[config.mk]
export PLATFORM = sky130hd
export DESIGN_NAME = sysctrl_master
export DESIGN_NICKNAME = d
export VERILOG_FILES = /design/src/rtl/sysctrl_master.sv
export SDC_FILE = /design/constraint.sdc
export NUM_CORES = 1
export LEC_CHECK = 0
export ABC_AREA = 1
export BUFFER_PORTS_ARGS = -buffer_cell sky130_fd_sc_hd__clkbuf_2
export CAP_MARGIN = 25
export CORE_MARGIN = 2
export CORE_UTILIZATION = 44
export DETAILED_ROUTE_END_ITERATION = 10
export PLACE_DENSITY = 0.73
export SLEW_MARGIN = 0
export SYNTH_ARGS = -nofsm -noshare
export SYNTH_HDL_FRONTEND = slang
export SYNTH_SLANG_ARGS = --single-unit
[constraint.sdc]
create_clock -name clk -period 1.7 [get_ports clk]
set_input_delay 0.34 -clock clk [delete_from_list [all_inputs] [get_ports clk]]
set_output_delay 0.34 -clock clk [all_outputs]
set_load 0.05 [all_outputs]
[src/rtl/sysctrl_master.sv]
// sysctrl_master: initiator for the MCU system-control byte protocol (start strobe, payload strobes, reply capture).
// Define SYSCTRL_MASTER_IRQ_SERVICE_EN to let the block service the responder interrupt on its own.
module sysctrl_master #(
    parameter int GAP    = 3,
    parameter int MAXLEN = 8
) (
    input  logic        clk,
    input  logic        reset_n,
    input  logic        req_valid,
    output logic        req_ready,
    input  logic [7:0]  req_cmd,
    input  logic [3:0]  req_len,
    input  logic [63:0] req_payload,
    output logic        m_strobe,
    output logic        m_start,
    output logic [7:0]  m_data,
    input  logic [7:0]  s_data,
    input  logic        s_int_n,
    output logic        rsp_valid,
    output logic [7:0]  rsp_data,
    output logic [2:0]  rsp_index,
    output logic        done,
    output logic        busy,
    output logic        irq_valid,
    output logic [7:0]  irq_pending,
    output logic [7:0]  irq_src
);

    localparam int         GAP_EFF   = (GAP < 2) ? 2 : ((GAP > 15) ? 15 : GAP);
    localparam logic [3:0] WAIT_LOAD = 4'(GAP_EFF - 1);
    localparam logic [3:0] LEN_MAX   = 4'(MAXLEN);

    // IDLE | START cmd strobe | WAIT inter-strobe gap | BYTE payload strobe | DRAIN last reply flush
    typedef enum logic [2:0] {S_IDLE, S_START, S_WAIT, S_BYTE, S_DRAIN} state_t;

    state_t       state_q, state_d;
    logic [7:0]   cmd_q, cmd_d;
    logic [3:0]   len_q, len_d;
    logic [63:0]  payload_q, payload_d;
    logic [3:0]   idx_q, idx_d;
    logic [3:0]   cnt_q, cnt_d;
    logic         samp_q, samp_d;
    logic [2:0]   samp_idx_q, samp_idx_d;
    logic         rsp_valid_q, rsp_valid_d;
    logic [7:0]   rsp_data_q, rsp_data_d;
    logic [2:0]   rsp_index_q, rsp_index_d;

`ifdef SYSCTRL_MASTER_IRQ_SERVICE_EN
    logic         int_meta_q, int_sync_q;
    logic         internal_q, internal_d;
    logic [1:0]   step_q, step_d;
    logic [7:0]   irq_pending_q, irq_pending_d;
    logic [7:0]   irq_src_q, irq_src_d;
    logic         irq_fire;
`endif

    always_comb begin
        state_d     = state_q;
        cmd_d       = cmd_q;
        len_d       = len_q;
        payload_d   = payload_q;
        idx_d       = idx_q;
        cnt_d       = cnt_q;
        samp_d      = 1'b0;
        samp_idx_d  = samp_idx_q;
        rsp_valid_d = 1'b0;
        rsp_data_d  = rsp_data_q;
        rsp_index_d = rsp_index_q;
        req_ready   = 1'b0;
        m_strobe    = 1'b0;
        m_start     = 1'b0;
        m_data      = 8'h00;
        done        = 1'b0;
`ifdef SYSCTRL_MASTER_IRQ_SERVICE_EN
        internal_d    = internal_q;
        step_d        = step_q;
        irq_pending_d = irq_pending_q;
        irq_src_d     = irq_src_q;
        irq_fire      = 1'b0;
`endif

        // Reply byte is on s_data the cycle after its strobe; ack replies are not kept.
        if (samp_q) begin
`ifdef SYSCTRL_MASTER_IRQ_SERVICE_EN
            if (internal_q) begin
                if (step_q == 2'd0) irq_pending_d = s_data;
                else if (step_q == 2'd1) irq_src_d = s_data;
            end else
`endif
            begin
                rsp_valid_d = 1'b1;
                rsp_data_d  = s_data;
                rsp_index_d = samp_idx_q;
            end
        end

        case (state_q)
            S_IDLE: begin
`ifdef SYSCTRL_MASTER_IRQ_SERVICE_EN
                if (!int_sync_q) begin
                    cmd_d      = 8'h05;
                    len_d      = 4'd1;
                    payload_d  = '0;
                    internal_d = 1'b1;
                    step_d     = 2'd0;
                    state_d    = S_START;
                end else
`endif
                begin
                    req_ready = 1'b1;
                    if (req_valid) begin
                        cmd_d     = req_cmd;
                        len_d     = (req_len > LEN_MAX) ? LEN_MAX : req_len;
                        payload_d = req_payload;
                        state_d   = S_START;
                    end
                end
            end
            S_START: begin
                m_strobe = 1'b1;
                m_start  = 1'b1;
                m_data   = cmd_q;
                idx_d    = 4'd0;
                if (len_q == 4'd0) begin
                    cnt_d   = 4'd1;
                    state_d = S_DRAIN;
                end else begin
                    cnt_d   = WAIT_LOAD;
                    state_d = S_WAIT;
                end
            end
            S_WAIT: begin
                if (cnt_q == 4'd0) state_d = S_BYTE;
                else               cnt_d   = cnt_q - 4'd1;
            end
            S_BYTE: begin
                m_strobe   = 1'b1;
                m_data     = payload_q[{idx_q[2:0], 3'b000} +: 8];
                samp_d     = 1'b1;
                samp_idx_d = idx_q[2:0];
                if (idx_q + 4'd1 == len_q) begin
                    cnt_d   = 4'd1;
                    state_d = S_DRAIN;
                end else begin
                    idx_d   = idx_q + 4'd1;
                    cnt_d   = WAIT_LOAD;
                    state_d = S_WAIT;
                end
            end
            S_DRAIN: begin
                if (cnt_q != 4'd0) begin
                    cnt_d = cnt_q - 4'd1;
                end
`ifdef SYSCTRL_MASTER_IRQ_SERVICE_EN
                else if (internal_q) begin
                    len_d     = 4'd1;
                    payload_d = '0;
                    state_d   = S_START;
                    case (step_q)
                        2'd0: begin
                            cmd_d  = 8'h06;
                            step_d = 2'd1;
                        end
                        2'd1: begin
                            if (irq_pending_q[0]) begin
                                cmd_d     = 8'h05;
                                payload_d = 64'h1;
                                step_d    = 2'd2;
                            end else begin
                                irq_fire   = 1'b1;
                                internal_d = 1'b0;
                                state_d    = S_IDLE;
                            end
                        end
                        default: begin
                            irq_fire   = 1'b1;
                            internal_d = 1'b0;
                            state_d    = S_IDLE;
                        end
                    endcase
                end
`endif
                else begin
                    done    = 1'b1;
                    state_d = S_IDLE;
                end
            end
            default: state_d = S_IDLE;
        endcase
    end

    always_ff @(posedge clk) begin
        if (!reset_n) begin
            state_q     <= S_IDLE;
            cmd_q       <= 8'h00;
            len_q       <= 4'd0;
            payload_q   <= '0;
            idx_q       <= 4'd0;
            cnt_q       <= 4'd0;
            samp_q      <= 1'b0;
            samp_idx_q  <= 3'd0;
            rsp_valid_q <= 1'b0;
            rsp_data_q  <= 8'h00;
            rsp_index_q <= 3'd0;
        end else begin
            state_q     <= state_d;
            cmd_q       <= cmd_d;
            len_q       <= len_d;
            payload_q   <= payload_d;
            idx_q       <= idx_d;
            cnt_q       <= cnt_d;
            samp_q      <= samp_d;
            samp_idx_q  <= samp_idx_d;
            rsp_valid_q <= rsp_valid_d;
            rsp_data_q  <= rsp_data_d;
            rsp_index_q <= rsp_index_d;
        end
    end

`ifdef SYSCTRL_MASTER_IRQ_SERVICE_EN
    // Synchronizer resets to the inactive level so reset never launches a service sequence.
    always_ff @(posedge clk) begin
        if (!reset_n) begin
            int_meta_q    <= 1'b1;
            int_sync_q    <= 1'b1;
            internal_q    <= 1'b0;
            step_q        <= 2'd0;
            irq_pending_q <= 8'h00;
            irq_src_q     <= 8'h00;
        end else begin
            int_meta_q    <= s_int_n;
            int_sync_q    <= int_meta_q;
            internal_q    <= internal_d;
            step_q        <= step_d;
            irq_pending_q <= irq_pending_d;
            irq_src_q     <= irq_src_d;
        end
    end

    assign irq_valid   = irq_fire;
    assign irq_pending = irq_pending_q;
    assign irq_src     = irq_src_q;
`else
    assign irq_valid   = 1'b0;
    assign irq_pending = 8'h00;
    assign irq_src     = 8'h00;
`endif

    assign busy      = (state_q != S_IDLE);
    assign rsp_valid = rsp_valid_q;
    assign rsp_data  = rsp_data_q;
    assign rsp_index = rsp_index_q;

endmodule

==> impl_metrics.prom <==
# TYPE chip_impl_metric gauge
chip_impl_metric{name="globalRouteTotalUtil",unit="%"} 22.0
chip_impl_metric{name="hold_path_depth",unit=""} 3
chip_impl_info{name="critPathTopFamily",value="compound AO/OA/AOI/OAI gates"} 1
chip_impl_metric{name="setup.reg_to_reg.worst_slack",unit="ps"} 60
chip_impl_metric{name="post_synth_instance_area",unit="µm²"} 4790
chip_impl_metric{name="post-dp-hpwl",unit="µm"} 9240
chip_impl_metric{name="top_level_ports",unit=""} 130
chip_impl_info{name="cpMaxStageDelayCell",value="dfxtp_4"} 1
chip_impl_info{name="synth.top_cells.by_area",value="dfxtp_1 (43%), nand2_1 (11%), a21oi_1 (9.9%)"} 1
chip_impl_metric{name="grt_max_degree",unit=""} 55
chip_impl_metric{name="synth-seq-area-share",unit="%"} 43.0
chip_impl_metric{name="clkTransAtPathRegs",unit="ps"} 100
chip_impl_metric{name="avgViaCountPerCell",unit=""} 5.04
chip_impl_info{name="clock-root-buffer",value="clkbuf_8"} 1
chip_impl_metric{name="initial_util",unit="%"} 44.6
chip_impl_metric{name="drv_cap",unit=""} 0
chip_impl_info{name="crit_type",value="reg -> out"} 1
chip_impl_metric{name="critPathRequiredTime",unit="ps"} 1360
chip_impl_info{name="status",value="complete, but fails checks"} 1
chip_impl_info{name="cp_cell_sequence",value="inv_8 -> buf_12 -> a21oi_1 -> o21ai_0 -> nand2_1 -> a22oi_2 -> o31ai_4 -> buf_12"} 1
chip_impl_metric{name="placed_cells_incl_taps",unit=""} 887
chip_impl_metric{name="slew_viol_final",unit=""} 0
chip_impl_metric{name="die_w",unit="µm"} 108
chip_impl_metric{name="placementRows",unit=""} 38
chip_impl_metric{name="preCtsSetupSlack",unit="ps"} -179
chip_impl_metric{name="design.core.area",unit="µm²"} 10700
chip_impl_info{name="timing.critical_path.mode_cell",value="buf_12"} 1
chip_impl_info{name="hold-path-endpoint",value="payload_q[20]"} 1
chip_impl_metric{name="number_of_global_route_vias_before_repair",unit=""} 4472
chip_impl_metric{name="detailed_route_wire_length",unit="µm"} 12700
chip_impl_metric{name="multi_input_area",unit="µm²"} 2500
chip_impl_metric{name="htree_levels",unit=""} 3
chip_impl_metric{name="peakVddDrop",unit="mV"} 0.969
chip_impl_metric{name="numCtsBuffers",unit=""} 9
chip_impl_metric{name="cts_sinks",unit=""} 103
chip_impl_metric{name="dieArea",unit="µm²"} 11700
chip_impl_metric{name="clk_latency",unit="ps"} 370
chip_impl_metric{name="leakage",unit="µW"} 0.00267
chip_impl_metric{name="via_count",unit=""} 4593
chip_impl_info{name="worst_r2r_endpoint",value="payload_q[4]"} 1
chip_impl_metric{name="synth_top_cell_area_share",unit="%"} 43.0
chip_impl_metric{name="yosys_warning_total",unit=""} 0
chip_impl_metric{name="syn_area_per_cell",unit="µm²"} 7.43
chip_impl_metric{name="netlist_instances",unit=""} 645
chip_impl_metric{name="wl_per_cell",unit="µm"} 14.0
chip_impl_metric{name="antennaDiodeCount",unit=""} 0
chip_impl_metric{name="seqCellArea",unit="µm²"} 2070
chip_impl_info{name="grt_setup_unrepaired",value="yes"} 1
chip_impl_metric{name="grt_pass1_wl",unit="µm"} 20300
chip_impl_metric{name="cp_slowest_stage_delay",unit="ps"} 380
chip_impl_metric{name="numPortBuffers",unit=""} 111
chip_impl_info{name="worst_hold_path_type",value="in -> reg"} 1
chip_impl_metric{name="unique_masters_post_synth",unit=""} 32
chip_impl_metric{name="timing.clock.skew",unit="ps"} 8.22
chip_impl_metric{name="synth-seq-cells",unit=""} 103
chip_impl_info{name="tritoncts",value="built"} 1
chip_impl_info{name="violations",value="negative setup slack"} 1
chip_impl_info{name="hold_start",value="req_payload[20]"} 1
chip_impl_metric{name="drive_gt1_share",unit="%"} 35.5
chip_impl_metric{name="tns",unit="ps"} -2920
chip_impl_metric{name="overall_die_height",unit="µm"} 108
chip_impl_metric{name="antenna_left",unit=""} 0
chip_impl_metric{name="crit_path_max_fanout",unit=""} 16
chip_impl_metric{name="critical_path_buf_inv_count",unit=""} 3
chip_impl_info{name="launch_point_of_the_worst_reg_to_reg_path",value="state_q[2]"} 1
chip_impl_metric{name="fillCellCount",unit=""} 993
chip_impl_metric{name="drt_iter0_drc",unit=""} 243
chip_impl_metric{name="powerDensity",unit="nW/µm²"} 1310
chip_impl_metric{name="num-nets-final",unit=""} 857
chip_impl_metric{name="grt_overflow_total",unit=""} 0
chip_impl_metric{name="count_of_placed_standard_cells_in_the_final_layout_fillers_left_out",unit=""} 911
chip_impl_info{name="yosysTopAreaCell",value="dfxtp_1"} 1
chip_impl_metric{name="layout_worst_path_cycle_share",unit="%"} 121
chip_impl_metric{name="final_gp_congestion",unit=""} 0.872
chip_impl_metric{name="cts_buffer_depth",unit=""} 2
chip_impl_info{name="end_kind",value="output pin"} 1
chip_impl_metric{name="antenna_found_initial",unit=""} 0
chip_impl_info{name="timing.critical_path.from_type",value="flip-flop"} 1
chip_impl_metric{name="worst-r2r-cell-count",unit=""} 10
chip_impl_metric{name="setup_ws_final",unit="ps"} -358
chip_impl_metric{name="critPathArrivalTime",unit="ps"} 1720
chip_impl_metric{name="report.final.hold_viol_count",unit=""} 0
chip_impl_metric{name="setup_viol_count_final",unit=""} 11
chip_impl_metric{name="maxClockFrequency",unit="MHz"} 486
chip_impl_metric{name="detail_route.drc_violations",unit=""} 0
chip_impl_metric{name="area.growth.synth_to_final",unit="%"} 31.0
chip_impl_metric{name="min_period",unit="ps"} 2060
chip_impl_metric{name="number_of_optimization_iterations_in_the_first_detailed_route_pass",unit=""} 4
chip_impl_metric{name="timing.hold.ws",unit="ps"} 187
==> how the worst max path moves through the flow <==
| stage | endpoint | cells after the start | start | slack (ps) |
|---|---|---|---|---|
| floorplan | m_data[0] | 4 | state_q[1] | -10 |
| global placement | m_data[6] | 7 | idx_q[0] | -140 |
| detailed placement | m_data[2] | 8 | idx_q[0] | -180 |
| CTS | m_data[2] | 6 | idx_q[0] | -370 |
| global route | m_data[4] | 8 | idx_q[0] | -440 |
| finish | m_data[7] | 8 | idx_q[0] | -360 |
==> what timing repair did <==
action                                  CTS  global route
pin swaps                                16            10
cloned                                    1             0
hold buffers                              0             0
endpoints found under the setup margin   19            22
setup buffers                             7             2
gates resized for setup                  67            39
==> sequential cells by signal, indices dropped and copies added (netlist names) <==
register / cells
cmd_q: 8
cnt_q: 4
idx_q: 4
len_q: 4
payload_q: 64
rsp_data: 8
rsp_index: 3
rsp_valid: 1
samp_idx_q: 3
samp_q: 1
state_q: 3
==> where the power goes <==
| group | switching [µW] | internal (µW) |
|---|---|---|
| combinational | 2240 | 1350 |
| clock | 899 | 596 |
| sequential | 258 | 2900 |
==> worst reg2reg max path: cells and delay by family (launching register included) <==
kind,cells,cell delay (ps)
AOI/OAI and AO/OA,1,130
buffers and inverters,5,580
DFF,1,350
and+or+nand+nor,4,530
==> cell usage after synthesis <==
library cell	instances
ha_1	3
nor2_1	33
nand2_1	137
a211oi_2	1
inv_1	49
o31ai_1	8
buf_2	16
a22oi_1	9
buf_4	22
a31oi_1	2
nand3_2	1
o22ai_1	1
nor2_2	3
nand3_1	17
nor2_4	2
conb_1	1
nand2_4	1
xor2_1	1
a21oi_1	95
o21ai_1	16
o211ai_1	1
a21oi_2	20
dfxtp_1	103
inv_2	6
nand2_2	22
o21ai_0	50
clkbuf_1	15
buf_12	2
nor3_1	2
nand4_1	2
buf_6	3
clkbuf_2	1
==> cells by family (layout without fill, tap and decap cells) <==
family | Yosys count | after routing | share of synthesized area (%)
xor gates and xnor gates | 1 | 1 | 0.183
other | 1 | 17 | 0.0783
adders and majority gates | 3 | 3 | 0.783
and+or+nand+nor | 220 | 220 | 19.7
buffers and inverters | 114 | 224 | 12.2
DFF | 103 | 103 | 43.0
AOI/OAI and AO/OA | 203 | 203 | 23.9
==> final cells by class <==
cell class / count / area share, %
multi-input combinational: 444 / 39.8
timing repair buffer: 153 / 17.9
clock inverter: 6 / 0.877
sequential: 103 / 33.0
tap: 140 / 2.79
inverter: 55 / 3.41
clock buffer: 10 / 2.19
==> per-stage QoR <==
stage / power [µW] / utilization, % / instance area (µm²)
3_3_place_gp: 6070 / 52.7 / 5660
3_5_place_dp: 6180 / 52.7 / 5660
5_1_grt: 8740 / 58.4 / 6280
6_report: 8250 / 58.4 / 6280
4_1_cts: 8100 / 57.2 / 6150
2_1_floorplan: 5460 / - / 5000
==> cell usage in the layout, fill, tap and decap left out, types with 8 or more instances in the layout <==
cell and n:
nor2_1 29, clkbuf_8 11, inv_2 10, a21oi_2 25
o31ai_4 8, o21ai_1 21, a21oi_1 90, nand2_1 132
inv_1 44, conb_1 17, nand3_1 12, buf_8 8
o21ai_0 43, nor2_4 8, buf_4 25, clkbuf_2 98
dfxtp_1 97, a22oi_2 8, buf_6 13, nand2_2 23
==> layer usage <==
| metal | global-route usage (%) | share of wire [%] | up-vias |
|---|---|---|---|
| li1 | - | - | 2317 |
| met1 | 27.2 | 43 | 2115 |
| met2 | 38.3 | 50 | 139 |
| met3 | 4.40 | 5.7 | 22 |
| met4 | 7.33 | 1.7 | 0 |
| met5 | 0 | 0 | - |
No activity file was read; power rests on OpenSTA's default activity.
